[src/rtl/valve_line_tx.sv]
// valve_line_tx: serialises one N_BITS valve word per frame onto a three-wire
// line (enable, clock, data) for a valve driver board.
//
// A frame is: line_sen rises, SEN_LEAD quiet cycles, N_BITS bit-slots of
// 4*QTR cycles each (LSB first), SEN_LAG quiet cycles, line_sen falls, then a
// MIN_GAP cycle gap before the next word can be taken. Inside a slot the data
// line is held at the bit value for the first half (which contains the sclk
// rising edge) and returns high for the second half, so a 0 bit is a low pulse
// and a 1 bit leaves the line high.
//
// Ports:
//   sys_clk    in   single clock, rising edge
//   rst        in   asynchronous active-high reset
//   tx_data    in   valve word, bit 0 sent first
//   tx_valid   in   tx_data is valid
//   tx_ready   out  block can accept a word (IDLE only)
//   line_sen   out  frame enable to the valve board
//   line_sclk  out  serial clock to the valve board
//   line_sdata out  serial data to the valve board, idles high
//   busy       out  frame or inter-frame gap in progress
//   done       out  one-cycle pulse when a frame completes
module valve_line_tx #(
  parameter int N_BITS   = 48,
  parameter int QTR      = 5,
  parameter int SEN_LEAD = 2,
  parameter int SEN_LAG  = 2,
  parameter int MIN_GAP  = 4
) (
  input  logic              sys_clk,
  input  logic              rst,
  input  logic [N_BITS-1:0] tx_data,
  input  logic              tx_valid,
  output logic              tx_ready,
  output logic              line_sen,
  output logic              line_sclk,
  output logic              line_sdata,
  output logic              busy,
  output logic              done
);

  localparam int BW = (N_BITS > 1) ? $clog2(N_BITS) : 1;
  localparam int CW = 16;

  localparam logic [CW-1:0] LEAD_END = CW'(SEN_LEAD - 1);
  localparam logic [CW-1:0] LAG_END  = CW'(SEN_LAG - 1);
  localparam logic [CW-1:0] GAP_END  = CW'(MIN_GAP - 1);
  localparam logic [7:0]    QTR_END  = 8'(QTR - 1);
  localparam logic [BW-1:0] BIT_END  = BW'(N_BITS - 1);

  typedef enum logic [2:0] {
    ST_IDLE  = 3'd0,
    ST_LEAD  = 3'd1,
    ST_SHIFT = 3'd2,
    ST_LAG   = 3'd3,
    ST_GAP   = 3'd4
  } state_t;

  state_t            state_r, state_s;
  logic [CW-1:0]     cnt_r, cnt_s;       // LEAD / LAG / GAP cycle counter
  logic [7:0]        qcnt_r, qcnt_s;     // cycle within the current quarter
  logic [1:0]        qidx_r, qidx_s;     // quarter within the current slot
  logic [BW-1:0]     bit_r, bit_s;       // slot index
  logic [N_BITS-1:0] shreg_r, shreg_s;   // bit 0 is always the current bit
  logic              accept_s;
  logic              sen_s, sclk_s, sdata_s, busy_s, done_s;

  assign tx_ready = (state_r == ST_IDLE);
  assign accept_s = tx_valid && (state_r == ST_IDLE);

  // State, counter and shift-register storage
  always_ff @(posedge sys_clk or posedge rst) begin
    if (rst) begin
      state_r <= ST_IDLE;
      cnt_r   <= '0;
      qcnt_r  <= 8'd0;
      qidx_r  <= 2'd0;
      bit_r   <= '0;
      shreg_r <= '0;
    end else begin
      state_r <= state_s;
      cnt_r   <= cnt_s;
      qcnt_r  <= qcnt_s;
      qidx_r  <= qidx_s;
      bit_r   <= bit_s;
      shreg_r <= shreg_s;
    end
  end

  // Next-state and counter sequencing
  always_comb begin
    state_s = state_r;
    cnt_s   = cnt_r;
    qcnt_s  = qcnt_r;
    qidx_s  = qidx_r;
    bit_s   = bit_r;
    shreg_s = shreg_r;
    case (state_r)
      ST_IDLE: begin
        if (accept_s) begin
          state_s = ST_LEAD;
          shreg_s = tx_data;
          cnt_s   = '0;
        end else begin
          state_s = ST_IDLE;
        end
      end
      ST_LEAD: begin
        if (cnt_r == LEAD_END) begin
          state_s = ST_SHIFT;
          cnt_s   = '0;
          qcnt_s  = 8'd0;
          qidx_s  = 2'd0;
          bit_s   = '0;
        end else begin
          cnt_s = cnt_r + CW'(1);
        end
      end
      ST_SHIFT: begin
        if (qcnt_r == QTR_END) begin
          qcnt_s = 8'd0;
          if (qidx_r == 2'd3) begin
            // end of slot: present the next bit in Q0 of the following slot
            qidx_s  = 2'd0;
            shreg_s = shreg_r >> 1'b1;
            if (bit_r == BIT_END) begin
              bit_s   = '0;
              state_s = ST_LAG;
              cnt_s   = '0;
            end else begin
              bit_s = bit_r + BW'(1);
            end
          end else begin
            qidx_s = qidx_r + 2'd1;
          end
        end else begin
          qcnt_s = qcnt_r + 8'd1;
        end
      end
      ST_LAG: begin
        if (cnt_r == LAG_END) begin
          state_s = ST_GAP;
          cnt_s   = '0;
        end else begin
          cnt_s = cnt_r + CW'(1);
        end
      end
      ST_GAP: begin
        if (cnt_r == GAP_END) begin
          state_s = ST_IDLE;
          cnt_s   = '0;
        end else begin
          cnt_s = cnt_r + CW'(1);
        end
      end
      default: begin
        state_s = ST_IDLE;
        cnt_s   = '0;
        qcnt_s  = 8'd0;
        qidx_s  = 2'd0;
        bit_s   = '0;
        shreg_s = '0;
      end
    endcase
  end

  // Output decode from the next state so the registered outputs line up with it
  always_comb begin
    sen_s   = 1'b0;
    sclk_s  = 1'b0;
    sdata_s = 1'b1;
    busy_s  = (state_s != ST_IDLE);
    done_s  = (state_r == ST_GAP) && (state_s == ST_IDLE);
    case (state_s)
      ST_LEAD, ST_LAG: begin
        sen_s = 1'b1;
      end
      ST_SHIFT: begin
        sen_s  = 1'b1;
        // sclk is high in Q1 and Q2; data carries the bit only in Q0 and Q1
        sclk_s = (qidx_s == 2'd1) || (qidx_s == 2'd2);
        if (qidx_s[1] == 1'b0) begin
          sdata_s = shreg_s[0];
        end else begin
          sdata_s = 1'b1;
        end
      end
      default: begin
        sen_s = 1'b0;
      end
    endcase
  end

  // Output registers keep the line glitch-free
  always_ff @(posedge sys_clk or posedge rst) begin
    if (rst) begin
      line_sen   <= 1'b0;
      line_sclk  <= 1'b0;
      line_sdata <= 1'b1;
      busy       <= 1'b0;
      done       <= 1'b0;
    end else begin
      line_sen   <= sen_s;
      line_sclk  <= sclk_s;
      line_sdata <= sdata_s;
      busy       <= busy_s;
      done       <= done_s;
    end
  end

endmodule

[config.mk]
export PLATFORM = sky130hd
export DESIGN_NAME = valve_line_tx
export DESIGN_NICKNAME = d
export VERILOG_FILES = /design/src/rtl/valve_line_tx.sv
export SDC_FILE = /design/constraint.sdc
export NUM_CORES = 1
export LEC_CHECK = 0
export BUFFER_PORTS_ARGS = -buffer_cell sky130_fd_sc_hd__clkbuf_2
export CORE_MARGIN = 3
export CORE_UTILIZATION = 55
export CTS_BUF_LIST = sky130_fd_sc_hd__clkbuf_4 sky130_fd_sc_hd__clkbuf_8
export DETAILED_ROUTE_END_ITERATION = 10
export GPL_ROUTABILITY_DRIVEN = 0
export PLACE_DENSITY_LB_ADDON = 0.15
export SLEW_MARGIN = 20
export SYNTH_ARGS = -nofsm -noshare
export SYNTH_HDL_FRONTEND = slang
export SYNTH_SLANG_ARGS = --single-unit
[constraint.sdc]
create_clock -name sys_clk -period 5.1 [get_ports sys_clk]
set_input_delay 1.02 -clock sys_clk [delete_from_list [all_inputs] [get_ports sys_clk]]
set_output_delay 1.02 -clock sys_clk [all_outputs]
set_load 0.1 [all_outputs]
==> results.yml <==
sta:
  setup_violations: 0
  maxSlewHeadroom_pct: 29.8
  slew_viol_final: 0
  fin_crit_sh_pct: 55.5
  setup_tns_ns: 0
  fin_ws_ns: 2.27
  skew_ns: 0.0170
  max_freq_mhz: 354
  timing.hold.ws_ns: 0.483
  rsz0062_at_grt: "no"
  min_period_ns: 2.83
  finalHoldViolations: 0
  worst_slew_pin_slew_ns: 1.05
clock_network:
  clk_latency_ns: 0.37
  clock-root-buffer: "clkbuf_8"
  cts_num_sinks: 88
  post_cts_buffers: 0
  path_clk_slew_ns: 0.09
  cts_resized: 0
  tritoncts: "built"
  cts_buffers: 9
  htree_num_levels: 3
  cts_buffer_depth: 2
  cts_hold_buf: 0
placed_design:
  dp_hpwl_um: 5760
  dpl_worst_slack_ns: 2.51
  port_buffers: 56
  dp_cells: 532
drt:
  vias_per_cell: 6.03
  dr.pass1.iters: 10
  routed-wl-met3_um: 444
  via_count: 3304
  routed-wl-met2_um: 4320
  drt-initial-drc-count: 365
  topRoutingLayerUsed: "met4"
  wl_per_cell_um: 15.5
  wl_met1_um: 3560
  ant_nets: 0
  drc: 0
  drt_wl_total_um: 8480
cells_and_area:
  diodes: 0
  drive_above_1_share_pct: 20.0
  utilization_pct: 64.2
  area_delta_synth_final_pct: 12.6
  n_fill_cell: 608
  fin_nets: 501
  fin_cells: 548
synth:
  synth_async_sr_flop_share_pct: 100
  yosys-top-cells-area: "dfrtp_1, a222oi_1, inv_1"
  yosysTopAreaCell: "dfrtp_1"
  syn_nets: 454
  synth_cells: 397
  ys_warn_count: 0
  ys_seq_elements: 88
  syn_area_um2: 4160
  synth_cell_type_count: 49
  synth-seq-area-share_pct: 53.0
  synth_edf_count: 0
  synth_top_area_share_pct: 52.4
  synthFlopType: "dfrtp_1"
  avgSynthCellArea_um2: 10.5
setup_path:
  crit_fanout: 11
  setup.worst_path.end_class: "output port"
  path_buf_inv: 1
  worstPathRequired_ns: 4.08
  critPathMaxStageDelay_ns: 0.53
  worst_path_max_delay_cell: "clkbuf_2"
  crit_type: "flip-flop to output port"
  crit_family: "buffers and inverters"
  arrival_ns: 1.81
  crit_chain: "nor3_1 -> clkbuf_2"
  cp-start-kind: "flip-flop"
die:
  dieArea_um2: 8640
  dieWidth_um: 92.9
  rows: 31
  io_pins: 57
  coreArea_um2: 7290
  die_h_um: 92.9
  start_util_pct: 57.0
global_route:
  grt_pass1_vias: 3180
  grt.overflow.total: 0
  grt_antenna_before_repair: 0
  grt_pass1_wl_um: 14000
  track_usage_pct: 20.3
  grt_max_degree: 63
power_and_ir_drop:
  power.density_nw_per_um2: 266
  ir_drop_mv: 0.288
  p_leak_uw: 0.00253
worst_hold_path:
  min_path_type: "flip-flop to flip-flop"
job:
  drv_cap: 0
status:
  status: "finished, final reports clean"
[cells in the mapped netlist, types with 2 or more instances]
master,count
nand2b_1,4
a21o_1,3
and3_1,7
a222oi_1,46
buf_6,4
dfrtp_1,87
nor4_1,4
nor2_1,24
inv_1,55
nor4_2,4
a21oi_1,3
and2_1,4
a22o_1,5
nand4_1,8
buf_2,5
o21ai_0,28
nand3_1,10
o31ai_1,2
o41ai_1,2
nor3_1,8
xnor2_1,8
clkbuf_1,10
or2_2,2
nor3b_2,2
ha_1,6
and4_1,3
buf_1,4
nor3b_1,2
nor2b_1,5
nand2_1,20
or3_1,3
a21oi_2,2
[per-layer routing]
layer	up-vias	global-route usage (%)
met3	16	4.96
met4	0	8.30
met1	1620	25.2
met5	-	0
li1	1568	-
met2	100	34.0
[layout make-up]
type                            count  area [um^2]  area share [%]
Clock buffer                       10          131            2.81
Clock inverter                      6         76.3            1.63
Inverter                           55          209            4.47
Multi-Input combinational cell    231         1630            34.9
Sequential cell                    88         2200            47.1
Tap cell                           99          124            2.65
Timing Repair Buffer               59          303            6.47
[report_power, final]
part           total, uW  internal [uW]  leakage, uW  switching, uW
combinational       40.8           17.9      0.00125           22.9
sequential           706            701      0.00118           5.01
clock                499            239     0.000100            259
[worst reg2reg max path, cell delays in order (launching register included)]
cell	delay, ns
dfrtp_1	0.40
inv_1	0.09
ha_1	0.14
nor3b_1	0.26
nand4_1	0.21
a22oi_1	0.85
and2_1	0.44
o32ai_1	0.14
[path summary, 6_finish.rpt]
path / start / to / slack (ns) / cells past startpoint
min in group asynchronous: rst / shreg_r[13]$_DFFE_PP0P_ / 0.76 / 2
hold / removal: shreg_r[0]$_DFF_PP0_ / shreg_r[0]$_DFF_PP0_ / 0.48 / 1
hold reg to reg: shreg_r[0]$_DFF_PP0_ / shreg_r[0]$_DFF_PP0_ / 0.48 / 1
max in group asynchronous: rst / shreg_r[24]$_DFFE_PP0P_ / 3.49 / 3
setup / recovery: state_r[2]$_DFF_PP0_ / tx_ready / 2.27 / 2
setup reg to reg: cnt_r[1]$_DFFE_PP0P_ / cnt_r[5]$_DFFE_PP0P_ / 2.43 / 7
[placed cells by master (no fill, tap or decap), types with 9 or more instances in the layout]
master    netlist  routed
nand2_1        20      20
a222oi_1       46      46
clkbuf_2        0      56
inv_1          55      54
dfrtp_1        87      87
clkbuf_8        0       9
o21ai_0        28      28
nor2_1         24      23
nand3_1        10      10
[per-stage QoR]
stage          instance area, um^2  power [uW]
2_1_floorplan                 4160         734
3_3_place_gp                  4470         760
3_5_place_dp                  4470         762
4_1_cts                       4680        1260
5_1_grt                       4680        1290
6_report                      4680        1250
[flip-flops by register name, indices dropped and copies added (netlist names), 2 cells and up]
register and count:
bit_r 6, shreg_r 48, qidx_r 2, qcnt_r 8, state_r 3, cnt_r 16
[cells by family after synthesis]
family	Yosys count	share of synthesized area, %
XOR/XNOR	9	1.90
adder cells (fa/ha/maj)	6	1.81
flip-flops	88	53.0
AND/OR/NAND/NOR	114	15.6
buffers and inverters	78	7.92
AO/OA/AOI/OAI	101	19.5
multiplexers	1	0.241
(Power assumes the default switching activity.)
